<file path="src/rtl/ssd1306_pkg.sv">
// Purpose : shared definitions for the SSD1306 SPI arbiter: FSM encoding, lock-owner codes, D/C levels.
// Latency : n/a (types and constants only).
// Backpr. : n/a.
package ssd1306_pkg;

  // Arbiter FSM states.
  typedef enum logic [2:0] {
    ST_IDLE   = 3'd0,
    ST_SETUP  = 3'd1,
    ST_STROBE = 3'd2,
    ST_WAIT   = 3'd3,
    ST_GAP    = 3'd4
  } arb_state_t;

  // Burst-lock owner codes, also exported on the owner port.
  typedef logic [1:0] owner_t;
  localparam owner_t OWN_NONE = 2'b00;
  localparam owner_t OWN_CMD  = 2'b01;
  localparam owner_t OWN_PIX  = 2'b10;

  // SSD1306 D/C line levels.
  localparam logic DC_CMD  = 1'b0;
  localparam logic DC_DATA = 1'b1;

  // Width of the shared gap/timeout down-counter (timeout needs 16 bits, gap fits in the low 8).
  localparam int TMR_W = 16;

endpackage

</file>
<file path="src/rtl/ssd1306_spi_arbiter_if.sv">
// Purpose : byte-requester and spi_master signal bundle for the SSD1306 arbiter.
// Latency : n/a (wires only).
// Backpr. : cmd/pix use valid/ready; the spi side is strobe (spi_wr) + completion pulse.
// Modports: slave  = arbiter side (accepts requester bytes, drives spi_master/D/C).
//           master = environment side (requesters, spi_master, OLED pin).
interface ssd1306_spi_arbiter_if #(
  parameter int WORD_LEN = 8
);
  logic                cmd_valid;
  logic [WORD_LEN-1:0] cmd_byte;
  logic                cmd_last;
  logic                cmd_ready;

  logic                pix_valid;
  logic [WORD_LEN-1:0] pix_byte;
  logic                pix_last;
  logic                pix_ready;

  logic [WORD_LEN-1:0] spi_data_in;
  logic                spi_wr;
  logic                spi_charreceived;
  logic                oled_dc;

  modport slave (
    input  cmd_valid, cmd_byte, cmd_last,
    output cmd_ready,
    input  pix_valid, pix_byte, pix_last,
    output pix_ready,
    output spi_data_in, spi_wr, oled_dc,
    input  spi_charreceived
  );

  modport master (
    output cmd_valid, cmd_byte, cmd_last,
    input  cmd_ready,
    output pix_valid, pix_byte, pix_last,
    input  pix_ready,
    input  spi_data_in, spi_wr, oled_dc,
    output spi_charreceived
  );

endinterface

</file>
<file path="src/rtl/ssd1306_arb_timer.sv">
// Purpose : loadable down-counter with terminal-count flag, shared by WAIT timeout and GAP spacing.
// Latency : load takes effect next clock; tc is combinational from the count.
// Backpr. : none; dec is ignored once the count reaches zero (saturates).
// Ports   : clk, rst (async, active-high); load/load_val reload; dec steps down; tc = count is zero.
module ssd1306_arb_timer
  import ssd1306_pkg::*;
(
  input  logic             clk,
  input  logic             rst,
  input  logic             load,
  input  logic [TMR_W-1:0] load_val,
  input  logic             dec,
  output logic             tc
);

  logic [TMR_W-1:0] cnt_q, cnt_d;

  assign tc = (cnt_q == '0);

  always_comb begin
    cnt_d = cnt_q;
    if (load) begin
      cnt_d = load_val;
    end else if (dec && !tc) begin
      cnt_d = cnt_q - 1'b1;
    end
  end

  always_ff @(posedge clk or posedge rst) begin
    if (rst) begin
      cnt_q <= '0;
    end else begin
      cnt_q <= cnt_d;
    end
  end

endmodule

</file>
<file path="src/rtl/ssd1306_spi_arbiter.sv">
// Purpose : shares one spi_master between the SSD1306 command stream (DC=0) and pixel stream (DC=1).
// Latency : accept -> spi_wr strobe is 2 clocks; byte period = 3 + SPI time + GAP_CYCLES.
// Backpr. : x_ready pulses one cycle per byte, only in IDLE; a locked burst stalls the other port.
// Ports   : clk, rst (async, active-high); bus (slave modport: cmd/pix valid-ready byte ports,
//           spi_data_in/spi_wr/spi_charreceived to spi_master, oled_dc); clr_err clears timeout_err;
//           busy = not IDLE; owner = burst-lock owner; timeout_err = sticky stall flag.
// Option  : define SSD1306_ARB_STATS_EN to add cmd_count/pix_count accepted-byte counters.
module ssd1306_spi_arbiter
  import ssd1306_pkg::*;
#(
  parameter int WORD_LEN       = 8,
  parameter int GAP_CYCLES     = 2,
  parameter int TIMEOUT_CYCLES = 4096
) (
  input  logic                 clk,
  input  logic                 rst,
  ssd1306_spi_arbiter_if.slave bus,
  input  logic                 clr_err,
  output logic                 busy,
  output owner_t               owner,
  output logic                 timeout_err
`ifdef SSD1306_ARB_STATS_EN
  ,
  output logic [15:0]          cmd_count,
  output logic [15:0]          pix_count
`endif
);

  // WAIT gives up on the TIMEOUT_CYCLES-th cycle without a completion pulse.
  localparam logic [TMR_W-1:0] TO_LOAD  = TMR_W'(TIMEOUT_CYCLES - 1);
  localparam logic [TMR_W-1:0] GAP_LOAD = (GAP_CYCLES > 0) ? TMR_W'(GAP_CYCLES - 1) : '0;

  arb_state_t          state_q, state_d;
  logic [WORD_LEN-1:0] byte_q, byte_d;
  logic                dc_q, dc_d;
  owner_t              owner_q, owner_d;
  logic                err_q, err_d;

  logic                win_cmd, win_pix, acc_last;
  logic                tmr_load, tmr_dec, tmr_tc;
  logic [TMR_W-1:0]    tmr_val;

  // Winner selection. A held lock makes only its owner eligible; otherwise cmd has priority.
  // Gated by rst so nothing is acknowledged while the state is being held in reset.
  always_comb begin
    win_cmd = 1'b0;
    win_pix = 1'b0;
    if (state_q == ST_IDLE && !rst) begin
      if (owner_q != OWN_PIX && bus.cmd_valid) begin
        win_cmd = 1'b1;
      end else if (owner_q != OWN_CMD && bus.pix_valid) begin
        win_pix = 1'b1;
      end
    end
  end

  assign bus.cmd_ready = win_cmd;
  assign bus.pix_ready = win_pix;

  always_comb begin
    state_d  = state_q;
    byte_d   = byte_q;
    dc_d     = dc_q;
    owner_d  = owner_q;
    err_d    = clr_err ? 1'b0 : err_q;
    acc_last = 1'b0;
    tmr_load = 1'b0;
    tmr_val  = TO_LOAD;
    tmr_dec  = 1'b0;

    case (state_q)
      ST_IDLE: begin
        if (win_cmd || win_pix) begin
          byte_d   = win_cmd ? bus.cmd_byte : bus.pix_byte;
          dc_d     = win_cmd ? DC_CMD : DC_DATA;
          acc_last = win_cmd ? bus.cmd_last : bus.pix_last;
          // A single-byte burst (last on the first byte) never takes the lock.
          owner_d  = acc_last ? OWN_NONE : (win_cmd ? OWN_CMD : OWN_PIX);
          state_d  = ST_SETUP;
        end
      end

      // One clock of D/C and data setup ahead of the write strobe.
      ST_SETUP: state_d = ST_SETUP == state_q ? ST_STROBE : state_q;

      ST_STROBE: begin
        // Restart the timeout window for this byte.
        tmr_load = 1'b1;
        tmr_val  = TO_LOAD;
        state_d  = ST_WAIT;
      end

      ST_WAIT: begin
        if (bus.spi_charreceived || tmr_tc) begin
          // Completion on the final timeout cycle still counts as success.
          if (!bus.spi_charreceived) begin
            err_d   = 1'b1;
            owner_d = OWN_NONE;
          end
          if (GAP_CYCLES == 0) begin
            state_d = ST_IDLE;
          end else begin
            tmr_load = 1'b1;
            tmr_val  = GAP_LOAD;
            state_d  = ST_GAP;
          end
        end else begin
          tmr_dec = 1'b1;
        end
      end

      ST_GAP: begin
        if (tmr_tc) begin
          state_d = ST_IDLE;
        end else begin
          tmr_dec = 1'b1;
        end
      end

      default: state_d = ST_IDLE;
    endcase
  end

  always_ff @(posedge clk or posedge rst) begin
    if (rst) begin
      state_q <= ST_IDLE;
      byte_q  <= '0;
      dc_q    <= DC_CMD;
      owner_q <= OWN_NONE;
      err_q   <= 1'b0;
    end else begin
      state_q <= state_d;
      byte_q  <= byte_d;
      dc_q    <= dc_d;
      owner_q <= owner_d;
      err_q   <= err_d;
    end
  end

  ssd1306_arb_timer u_timer (
    .clk      (clk),
    .rst      (rst),
    .load     (tmr_load),
    .load_val (tmr_val),
    .dec      (tmr_dec),
    .tc       (tmr_tc)
  );

  // spi_wr decodes straight from the state flop, so an async reset drops it immediately.
  assign bus.spi_wr      = (state_q == ST_STROBE);
  assign bus.spi_data_in = byte_q;
  assign bus.oled_dc     = dc_q;
  assign busy            = (state_q != ST_IDLE);
  assign owner           = owner_q;
  assign timeout_err     = err_q;

`ifdef SSD1306_ARB_STATS_EN
  logic [15:0] cmd_cnt_q, cmd_cnt_d;
  logic [15:0] pix_cnt_q, pix_cnt_d;

  // Counters wrap naturally at 16 bits; clr_err takes precedence over a same-cycle accept.
  always_comb begin
    cmd_cnt_d = cmd_cnt_q;
    pix_cnt_d = pix_cnt_q;
    if (clr_err) begin
      cmd_cnt_d = '0;
      pix_cnt_d = '0;
    end else begin
      if (win_cmd) cmd_cnt_d = cmd_cnt_q + 16'd1;
      if (win_pix) pix_cnt_d = pix_cnt_q + 16'd1;
    end
  end

  always_ff @(posedge clk or posedge rst) begin
    if (rst) begin
      cmd_cnt_q <= '0;
      pix_cnt_q <= '0;
    end else begin
      cmd_cnt_q <= cmd_cnt_d;
      pix_cnt_q <= pix_cnt_d;
    end
  end

  assign cmd_count = cmd_cnt_q;
  assign pix_count = pix_cnt_q;
`endif

endmodule

</file>
<file path="src/flat_wrapper.sv">
// flat-port wrapper written by rule: the top's interface ports become plain ports
module ssd1306_spi_arbiter_flat import ssd1306_pkg::*;
#(
  parameter int WORD_LEN       = 8,
  parameter int GAP_CYCLES     = 2,
  parameter int TIMEOUT_CYCLES = 4096
)
  (clk, rst, clr_err, busy, owner, timeout_err, bus_cmd_valid, bus_cmd_byte, bus_cmd_last, bus_cmd_ready, bus_pix_valid, bus_pix_byte, bus_pix_last, bus_pix_ready, bus_spi_data_in, bus_spi_wr, bus_oled_dc, bus_spi_charreceived);
  ssd1306_spi_arbiter_if #(.WORD_LEN(WORD_LEN)) bus_i ();
  input  logic clk;
  input  logic rst;
  input  logic clr_err;
  output logic busy;
  output owner_t owner;
  output logic timeout_err;
  input wire logic [$bits(bus_i.cmd_valid)-1:0] bus_cmd_valid;
  input wire logic [$bits(bus_i.cmd_byte)-1:0] bus_cmd_byte;
  input wire logic [$bits(bus_i.cmd_last)-1:0] bus_cmd_last;
  output wire logic [$bits(bus_i.cmd_ready)-1:0] bus_cmd_ready;
  input wire logic [$bits(bus_i.pix_valid)-1:0] bus_pix_valid;
  input wire logic [$bits(bus_i.pix_byte)-1:0] bus_pix_byte;
  input wire logic [$bits(bus_i.pix_last)-1:0] bus_pix_last;
  output wire logic [$bits(bus_i.pix_ready)-1:0] bus_pix_ready;
  output wire logic [$bits(bus_i.spi_data_in)-1:0] bus_spi_data_in;
  output wire logic [$bits(bus_i.spi_wr)-1:0] bus_spi_wr;
  output wire logic [$bits(bus_i.oled_dc)-1:0] bus_oled_dc;
  input wire logic [$bits(bus_i.spi_charreceived)-1:0] bus_spi_charreceived;
  assign bus_i.cmd_valid = bus_cmd_valid;
  assign bus_i.cmd_byte = bus_cmd_byte;
  assign bus_i.cmd_last = bus_cmd_last;
  assign bus_cmd_ready = bus_i.cmd_ready;
  assign bus_i.pix_valid = bus_pix_valid;
  assign bus_i.pix_byte = bus_pix_byte;
  assign bus_i.pix_last = bus_pix_last;
  assign bus_pix_ready = bus_i.pix_ready;
  assign bus_spi_data_in = bus_i.spi_data_in;
  assign bus_spi_wr = bus_i.spi_wr;
  assign bus_oled_dc = bus_i.oled_dc;
  assign bus_i.spi_charreceived = bus_spi_charreceived;
  ssd1306_spi_arbiter #(.WORD_LEN(WORD_LEN), .GAP_CYCLES(GAP_CYCLES), .TIMEOUT_CYCLES(TIMEOUT_CYCLES)) u_core (.clk(clk), .rst(rst), .bus(bus_i), .clr_err(clr_err), .busy(busy), .owner(owner), .timeout_err(timeout_err));
endmodule
</file>
<file path="config.mk">
export PLATFORM = sky130hd
export DESIGN_NAME = ssd1306_spi_arbiter_flat
export DESIGN_NICKNAME = d
export VERILOG_FILES = /design/src/rtl/ssd1306_pkg.sv /design/src/rtl/ssd1306_spi_arbiter_if.sv /design/src/rtl/ssd1306_arb_timer.sv /design/src/rtl/ssd1306_spi_arbiter.sv /design/src/flat_wrapper.sv
export SDC_FILE = /design/constraint.sdc
export NUM_CORES = 1
export LEC_CHECK = 0
export ABC_AREA = 1
export CAP_MARGIN = 20
export CORE_MARGIN = 2
export CORE_UTILIZATION = 25
export CTS_CLUSTER_SIZE = 14
export DETAILED_ROUTE_END_ITERATION = 16
export DONT_BUFFER_PORTS = 1
export GPL_TIMING_DRIVEN = 0
export MAX_ROUTING_LAYER = met4
export PLACE_DENSITY = 0.37
export RECOVER_POWER = 100
export SLEW_MARGIN = 20
export SYNTH_ARGS = -nofsm -noshare
export SYNTH_HDL_FRONTEND = slang
export SYNTH_SLANG_ARGS = --single-unit
</file>
<file path="constraint.sdc">
create_clock -name clk -period 2.3 [get_ports clk]
set_clock_uncertainty 0.1 [all_clocks]
set_input_delay 0.46 -clock clk [delete_from_list [all_inputs] [get_ports clk]]
set_output_delay 0.46 -clock clk [all_outputs]
set_load 0.01 [all_outputs]
</file>
# [After elaboration in Yosys (flattened, before gate mapping)]
# Index checks and enable logic that the tools add are counted.
[word_totals] regBits=31 output_inout_bits=16 elab_cells=67
[op_classes] add_sub_neg=1 n_eq_ne=12 n_mux=32 reduce_logical=16
[ops] cell="$mux W16" count=3
[ops] cell="$logic_not A16 Y1" count=1
[ops] cell="$sub A16 B1 Y16 const B" count=1
[ops] cell="$pmux W3 S5" count=1
[ops] cell="$mux W1" count=14
[ops] cell="$mux W12" count=1
[ops] cell="$mux W3" count=4
[ops] cell="$mux W2" count=5
[ops] cell="$mux W8" count=1
[ops] cell="$ne A2 B1 Y1 const B" count=4
[ops] cell="$reduce_and A4 Y1" count=2
[ops] cell="$eq A3 B2 Y1 const B" count=2
[ops] cell="$ne A2 B2 Y1 const B" count=3
[ops] cell="$logic_and A1 B1 Y1" count=4
[ops] cell="$pmux W1 S2" count=2
[ops] cell="$pmux W2 S2" count=1
[ops] cell="$reduce_bool A2 Y1" count=2
[ops] cell="$eq A1 B3 Y1 const A" count=1
[ops] cell="$eq A3 B1 Y1 const B" count=1
[ops] cell="$eq A3 B3 Y1 const B" count=1
[ops] cell="$logic_not A3 Y1" count=1
[ops] cell="$reduce_bool A3 Y1" count=1
[ops] cell="$logic_not A1 Y1" count=2
[ops] cell="$logic_or A1 B1 Y1" count=2
[ops] cell="$reduce_and A2 Y1" count=1

# [Longest topological paths before layout]
# Gate-level depths: netlist of run 1.
[logic_depth] ltp_word=8 depth_mapped=14

# [Cells and area by module]
# From an unflattened synthesis of run 1, not the netlist that was laid out.
[unflattened] hier_cells=293 area_unflattened_um2=2030.7
[by_module_without_submodules] mod="ssd1306_arb_timer" n_inst=1 cells_each=175 area_each_um2=1131.1 seq_area_each_um2=400.4
[by_module_without_submodules] mod="ssd1306_spi_arbiter" n_inst=1 cells_each=118 area_each_um2=899.6 seq_area_each_um2=375.4

# [Least setup slack after synthesis of run 1]
# Ideal clock, no wire load.
[synth_timing] kind="input to output" start="input port rst" end="output port bus_pix_ready" arrival_time_ns=1.795 required_time_ns=1.740 slack_ns=-0.055 path_stages=3 n_path_buf=0 cell_sequence="inv_1 -> nand3_1 -> nor3b_1"
[synth_between] elab_chain_cells=3
[synth_rtl] element="from (decl)" line_no="flat_wrapper.sv:11" rtl="input logic rst;"
[synth_rtl] element="$logic_not A1 Y1" line_no="ssd1306_spi_arbiter.sv:48" rtl="if (state_q == ST_IDLE && !rst) begin"
[synth_rtl] element="$logic_and A1 B1 Y1" line_no="ssd1306_spi_arbiter.sv:48"
[synth_rtl] element="$mux W1" line_no="ssd1306_spi_arbiter.sv:48"
[synth_rtl] element="to (decl)" line_no="flat_wrapper.sv:23" rtl="output wire logic [$bits(bus_i.pix_ready)-1:0] bus_pix_ready;"
# Every way passes these cells.

# [Worst setup path in the final report of run 1]
[layout_timing] start="register u_core.u_timer.cnt_q[0]" end="register u_core.u_timer.cnt_q[9]"
[layout_between] elab_chain_cells=6 elab_cells_between_ends=15
[layout_rtl] element="from (decl)" line_no="ssd1306_arb_timer.sv:16" rtl="logic [TMR_W-1:0] cnt_q, cnt_d;"
[layout_rtl] element="from (signal assigned)" line_no="ssd1306_arb_timer.sv:33" rtl="cnt_q <= cnt_d;"
[layout_rtl] element="parallel branches: the longest is 6 deep, another holds $sub A16 B1 Y16"
# Parallel ways; which one is timed is not known. The select of a mux whose other input is x is not followed.
# A chain may end at the register's enable or synchronous reset.

==> impl_metrics.toml, run 1 <==
[clock_tree]
cts_tree = "done"
htree_num_levels = 2
path_clk_slew_ns = 0.08
clock_sinks = 31
post_cts_resized = 0
clockBufferDepth = 2
clk_latency_ns = 0.29
cts_setup_buffers = 0
cts-root-buf = "clkbuf_8"
cts_buffers = 5

[floorplanning]
core-area_um2 = 7253
initial_core_util = 0.2572
fp.dieArea_um2 = 8169
die_w_um = 90.39
io_pins = 40
die_h_um = 90.39
num_rows = 31

[global_routing]
antenna_found_initial = 0
gr-usage-met1 = 0.1726
grt_overflow = 0
use_met2 = 0.2180
busiest_layer = "met2"
grt_max_degree = 17
grt.met3_usage = 0.03506
grt_pass1_vias = 1702
grt_use_total = 0.1357
grt_first_pass_wirelength_mm = 8.638

[layout]
seq_area_um2 = 775.7
fillers = 829
utilization = 0.2869
area_growth_pct = 11.54
n_antenna_cell = 0
multi_input_area_um2 = 937.1
nets = 307
drive_gt1_frac = 0.07447

[power_and_ir_drop]
p_comb_frac = 0.482
ir_drop_mv = 0.4056
total_power_uw = 2877
power_leakage_uw = 0.001119
power.share.sequential = 0.361
clockPowerShare = 0.157
p_int_uw = 1482
powerDensity_nw_per_um2 = 1383
switching_power_uw = 1394
sw_frac_of_total = 0.4847

[synthesis]
ys_seq_area_frac = 0.4158
synth_edf_count = 0
synth_top_area_cell = "dfrtp_1"
async_reset_ff_frac = 1.000
synth_top_area_share = 0.4158
muxShareOfSynthArea = 0
synth.distinct_cells = 25
synth.most_common_cell = "nand2_1"
synth_top_family_by_area = "simple AND/OR/NAND/NOR gates"
synth_nets = 298
yosys-top-cells-area = "dfrtp_1 42%, nand2_1 23%, nor2_1 7.6%"
synthSimpleGateAreaFrac = 0.3970
yosys_warnings = 0
synth.top_cells.by_count = "116 x nand2_1, 38 x nor2_1, 31 x dfrtp_1, 24 x inv_1, 13 x nand3_1"
synth_cells = 272
synthXorXnorAreaFrac = 0.03756
syn_area_per_cell_um2 = 6.859
synthAdderAreaFrac = 0.01341
synth_compound_area_frac = 0.06036
synth.cell_area_um2 = 1866
ys_seq_elements = 31
synthFlopType = "dfrtp_1"

[setup_path]
r2r_slack_ns = 0.24
path_delay_family = "simple AND/OR/NAND/NOR gates"
worstRegToRegCells = 14
crit_start = "u_core.u_timer.cnt_q[0]$_DFFE_PP0P_"
critPathLaunchType = "flop"
cp-end-kind = "flop"
crit_cells = 14
crit_path_max_fanout = 10
critical_path_buf_inv_count = 3
critPathArrivalTime_ns = 2.14
crit_end = "u_core.u_timer.cnt_q[9]$_DFFE_PP0P_"
r2r-end = "u_core.u_timer.cnt_q[9]$_DFFE_PP0P_"
max_stage_delay_ns = 0.40
path_common_cell = "nand2_1"
r2r_start = "u_core.u_timer.cnt_q[0]$_DFFE_PP0P_"
cp.required_ns = 2.39
cpMaxStageDelayCell = "dfrtp_1"
cp_cell_sequence = "inv_1 > ha_1 > inv_1 > nor2_1 > nand2_1 > nor2_1 > nand2_1 > nand2_1 > nand2_4 > buf_4 > nand2_1 > nand2_1 > nand2_1 > nand2_1"
critPathKind = "flop to flop"

[routing]
drc = 0
via_per_inst = 4.255
final_antenna_net_count = 0
wire_per_inst_um = 12.93
drtIter0Drc = 41
drt-pass1-iter-count = 4
num_vias = 1621
routed_wl_mm = 4.925

[place]
port_buffers = 0
gp_congestion = 0.7653
dp_hpwl_mm = 3.565
pre_cts_ws_ns = -0.1148

[sta]
setup_viol = 0
tightest_slew_ns = 0.7841
post-route-period-util = 0.8946
finalMaxSlewViolations = 0
rsz0062_at_grt = "no"
slew-limit-headroom = 0.4744
hold_violations = 0
fin_crit_ns = 2.058
fmax_ghz = 0.4860
layout_setup_ws_ns = 0.2423

[run_status]
outcome = "completed"

[min_path]
hold_class = "input port to async pin"

[flow_run]
cap_viol_max_count = 0
-- stage by stage --
| step | cell area (µm²) | std cells | TNS (ns) | hold slack [ns] |
|---|---|---|---|---|
| CTS | 2097 | 381 | 0 | 0.06257 |
| floorplan | 1869 | 272 | 0 | 0.2864 |
| global placement | 1993 | 371 | -0.4397 | 0.3599 |
| global route | 2081 | 381 | 0 | 0.09002 |
| finish | 2081 | 381 | 0 | 0.04407 |
| detailed placement | 1993 | 371 | -0.2556 | 0.3660 |
-- registers in the layout, indices dropped and copies added (netlist names) --
register and cells:
u_core.state_q 3, u_core.timeout_err 1, u_core.bus.spi_data_in 8, u_core.u_timer.cnt_q 16
u_core.owner 2, u_core.bus.oled_dc 1
-- cell usage in the layout (no fill, tap or decap), types with 2 or more instances in the layout --
| master | instances |
|---|---|
| clkbuf_8 | 5 |
| inv_1 | 23 |
| xnor2_1 | 2 |
| nand4_1 | 3 |
| a21o_1 | 3 |
| buf_4 | 2 |
| clkbuf_2 | 2 |
| nand3_1 | 13 |
| clkinvlp_2 | 2 |
| clkinvlp_4 | 2 |
| nand2_4 | 2 |
| a31oi_1 | 8 |
| nor2_1 | 39 |
| nor3_1 | 2 |
| xor2_1 | 6 |
| ha_1 | 2 |
| o21ai_0 | 5 |
| dfrtp_1 | 31 |
| nand2_1 | 118 |
-- repair_timing --
action                     in CTS  in global routing
hold endpoints to repair       15                  0
hold buffers                    1                  0
setup endpoints to repair       2                  0
-- cells by family (layout without fill, tap and decap cells) --
group | count (synthesis) | after routing
AOI/OAI and AO/OA | 18 | 18
xor gates and xnor gates | 8 | 8
DFF | 31 | 31
and+or+nand+nor | 181 | 181
adders and majority gates | 2 | 2
buffers and inverters | 32 | 42
-- how the worst min path moves through the flow --
| stage | from | to | slack, ns | cells after the start |
|---|---|---|---|---|
| 3_3_place_gp | u_core.u_timer.cnt_q[14]$_DFFE_PP0P_ | u_core.u_timer.cnt_q[14]$_DFFE_PP0P_ | 0.36 | 2 |
| 5_1_grt | rst | u_core.state_q[1]$_DFFE_PP0P_ | 0.09 | 1 |
| 6_report | rst | u_core.timeout_err$_DFF_PP0_ | 0.04 | 1 |
| 3_5_place_dp | u_core.u_timer.cnt_q[14]$_DFFE_PP0P_ | u_core.u_timer.cnt_q[14]$_DFFE_PP0P_ | 0.37 | 2 |
| 2_1_floorplan | rst | u_core.bus.oled_dc$_DFFE_PP0P_ | 0.29 | 1 |
| 4_1_cts | rst | u_core.owner[0]$_DFFE_PP0P_ | 0.06 | 1 |
-- power by group through the flow --
stage	combinational, µW	sequential (µW)	clock, µW
5_1_grt	1640	1080	503
2_1_floorplan	1160	982	0
3_5_place_dp	1440	1050	0
4_1_cts	1440	1040	478
3_3_place_gp	1430	1060	0
6_report	1390	1040	453
-- per-layer routing --
layer,share of wire,wire length (µm),vias to the layer above
met2,0.46,2251,43
met3,0.055,270,5
met1,0.48,2363,714
met4,0.0079,39,0
li1,-,-,859
met5,0,0,-
-- final cells by class --
type,instances,area share
timing repair buffer,1,0.004811
sequential,31,0.3728
multi-input combinational,209,0.4504
buffer,6,0.01984
clock inverter,3,0.009621
clock buffer,5,0.03307
tap,99,0.05953
timing repair inverter,1,0.002405
inverter,26,0.04750
Note: power is estimated with default switching activity, not from simulation.
==> run 2, diff against run 1 <==
--- a/config.mk
+++ b/config.mk
@@ -5,16 +5,16 @@
 export SDC_FILE = /design/constraint.sdc
 export NUM_CORES = 1
 export LEC_CHECK = 0
-export ABC_AREA = 1
 export CAP_MARGIN = 20
 export CORE_MARGIN = 2
 export CORE_UTILIZATION = 25
 export CTS_CLUSTER_SIZE = 14
 export DETAILED_ROUTE_END_ITERATION = 16
 export DONT_BUFFER_PORTS = 1
+export GPL_ROUTABILITY_DRIVEN = 0
 export GPL_TIMING_DRIVEN = 0
 export MAX_ROUTING_LAYER = met4
-export PLACE_DENSITY = 0.37
+export PLACE_DENSITY = 0.35
 export RECOVER_POWER = 100
 export SLEW_MARGIN = 20
 export SYNTH_ARGS = -nofsm -noshare
==> constraint.sdc (replaced) <==
create_clock -name clk -period 2.5 [get_ports clk]
set_clock_uncertainty 0.1 [all_clocks]
set_input_delay 0.5 -clock clk [delete_from_list [all_inputs] [get_ports clk]]
set_output_delay 0.5 -clock clk [all_outputs]
set_load 0.01 [all_outputs]
==> run 2 against run 1 <==
Against the previous run:
- die area is 4.4% lower
- clock power is 16% higher
- highest routed layer unchanged
- register-to-register slack got worse by 0.15 ns
- critical endpoint is now u_core.u_timer.cnt_q[6]$_DFFE_PP0P_
- wire length decreased by 0.41%
- hold slack better by 0.16 ns
- via count is 1.6% lower
- largest cell class unchanged
- synthesized cell count shrank 25%
- largest power group is now sequential cells
- sequential share of layout area shrank 0.85 points
- cell count down 17%
- design area rose by 2.3%
==> impl_metrics.toml, run 2 <==
[layout]
drive_gt1_frac = 0.1727
n_antenna_cell = 0
layout_common_cells = "31 x dfrtp_1, 30 x nand2_1, 26 x nor2_1"
nets = 245
area_growth_pct = 19.69
largest_reg_flops = 16
largest_register = "u_core.u_timer.cnt_q"
utilization = 0.3117
final_common_cell = "dfrtp_1"

[power_and_ir_drop]
ir_drop_mv = 0.2944
powerDensity_nw_per_um2 = 1118
power_leakage_uw = 0.0008299

[floorplanning]
fp.dieArea_um2 = 7807
num_rows = 30
io_pins = 40
core-area_um2 = 6832
initial_core_util = 0.2604
die_w_um = 88.36
die_h_um = 88.36

[place]
pre_cts_ws_ns = -0.07999
dp_hpwl_mm = 3.526
port_buffers = 0

[min_path]
hold_class = "input port to flop"
whs_path_depth = 1
min_from = "clr_err"
worstHoldEndpoint = "u_core.timeout_err$_DFF_PP0_"

[setup_path]
crit_start = "u_core.u_timer.cnt_q[0]$_DFFE_PP0P_"
r2r_start = "u_core.u_timer.cnt_q[0]$_DFFE_PP0P_"
crit_path_max_fanout = 4
cp.required_ns = 2.56
r2r-end = "u_core.u_timer.cnt_q[6]$_DFFE_PP0P_"
critPathLaunchType = "flop"
critPathArrivalTime_ns = 2.47
r2r_slack_ns = 0.09
critPathKind = "flop to flop"
worstRegToRegCells = 6
cp-end-kind = "flop"

[synthesis]
ys_seq_area_frac = 0.4360
yosys-top-cells-area = "dfrtp_1 44%, nand2_1 6.3%, nor2_1 5.5%"
synth.most_common_cell = "dfrtp_1"
async_reset_ff_frac = 1.000
synth_nets = 230
yosys_warnings = 0
syn_area_per_cell_um2 = 8.722
synth.distinct_cells = 43
synth_cells = 204
synth_top_area_share = 0.4360
synth.cell_area_um2 = 1779
synthFlopType = "dfrtp_1"
synth_edf_count = 0
ys_seq_elements = 31
synth_top_area_cell = "dfrtp_1"
synth.top_cells.by_count = "31 x dfrtp_1, 30 x nand2_1, 26 x nor2_1, 10 x a31oi_1, 9 x nor3_1"

[sta]
setup_viol = 0
fin_crit_ns = 2.410
fmax_ghz = 0.4149
slew-limit-headroom = 0.1895
finalMaxSlewViolations = 0
layout_setup_ws_ns = 0.08990
tightest_slew_ns = 1.214
hold_violations = 0
post-route-period-util = 0.9640

[routing]
wire_per_inst_um = 15.52
routed_wl_mm = 4.905
final_antenna_net_count = 0
num_vias = 1595
drc = 0
drt-pass1-iter-count = 4
drtIter0Drc = 65
via_per_inst = 5.047

[clock_tree]
path_clk_slew_ns = 0.07
cts-root-buf = "clkbuf_8"
clock_sinks = 31
clockBufferDepth = 2
holdBufCountCts = 0
clk_latency_ns = 0.28
cts_buffers = 5
cts_tree = "done"
htree_num_levels = 2

[flow_run]
cap_viol_max_count = 0

[global_routing]
grt_overflow = 0
antenna_found_initial = 0
grt_use_total = 0.1304
grt_pass1_vias = 1526
grt_max_degree = 32
grt_first_pass_wirelength_mm = 7.507

[run_status]
outcome = "completed"
run 2: critical path, cell delays in order (launching register included):
cell     delay (ns)
dfrtp_1        0.39
inv_2          0.11
ha_4           0.15
or3b_4         0.39
or3_4          0.36
o311a_1        0.29
or4_1          0.49
run 2: timing repair:
action / CTS / global route
setup buffers: 1 / 7
pin swaps: 0 / 1
endpoints found under the setup margin: 5 / 15
resized for setup: 7 / 9
run 2: cell type report:
type	count	area [µm²]
plain buffers	6	25.02
clock buffers	6	82.58
clock inverters	2	35.03
fillers	753	4702
inverters	9	35.03
multi-input cells	158	996.0
flip-flops and latches	31	775.7
well taps	96	120.1
repair buffers	8	60.06
run 2: stage by stage:
| step | hold slack, ns | instance area [µm²] | TNS, ns | total power, µW | instances |
|---|---|---|---|---|---|
| 4_1_cts | 0.1261 | 2034 | 0 | 2326 | 309 |
| 6_report | 0.2045 | 2130 | 0 | 2380 | 316 |
| 3_3_place_gp | 0.4341 | 1899 | -0.5425 | 1765 | 300 |
| 2_1_floorplan | 0.3867 | 1779 | 0 | 1526 | 204 |
| 5_1_grt | 0.2299 | 2130 | -0.1884 | 2570 | 316 |
| 3_5_place_dp | 0.4391 | 1899 | -0.1932 | 1772 | 300 |
run 2: per-layer routing:
metal / routed length, µm / up-vias / global-route usage
li1: - / 771 / -
met1: 2180 / 776 / 0.1645
met2: 2401 / 40 / 0.2057
met3: 261 / 8 / 0.03638
met4: 62 / 0 / 0.03581
met5: 0 / - / -
run 2: how the worst max path moves through the flow:
stage | end | cells after the start
floorplan | u_core.u_timer.cnt_q[6]$_DFFE_PP0P_ | 6
global placement | u_core.u_timer.cnt_q[5]$_DFFE_PP0P_ | 8
detailed placement | u_core.u_timer.cnt_q[5]$_DFFE_PP0P_ | 8
CTS | u_core.u_timer.cnt_q[6]$_DFFE_PP0P_ | 6
global route | u_core.bus.spi_data_in[3]$_DFFE_PP0P_ | 6
finish | u_core.u_timer.cnt_q[6]$_DFFE_PP0P_ | 6
run 2: cells by family after synthesis:
logic type	share of synthesized area
and+or+nand+nor	0.3165
AOI/OAI and AO/OA	0.1646
DFF	0.4360
buffers and inverters	0.03305
xor gates and xnor gates	0.02954
adders and majority gates	0.01406
muxes	0.006329
run 2: power breakdown:
| part | internal (µW) | leakage (µW) | switching, µW |
|---|---|---|---|
| combinational | 372 | 0.000405 | 538 |
| sequential | 692 | 0.000364 | 253 |
| clock | 323 | 0.0000612 | 203 |
| total | 1390 | 0.000830 | 994 |
==> run 3, diff against run 2 <==
--- a/config.mk
+++ b/config.mk
@@ -8,7 +8,8 @@
 export CAP_MARGIN = 20
 export CORE_MARGIN = 2
 export CORE_UTILIZATION = 25
-export CTS_CLUSTER_SIZE = 14
+export CTS_BUF_LIST = sky130_fd_sc_hd__clkbuf_8
+export CTS_CLUSTER_SIZE = 24
 export DETAILED_ROUTE_END_ITERATION = 16
 export DONT_BUFFER_PORTS = 1
 export GPL_ROUTABILITY_DRIVEN = 0
==> results of run 3 <==
No change in the layout: final DEF, timing and power equal those of run 2.
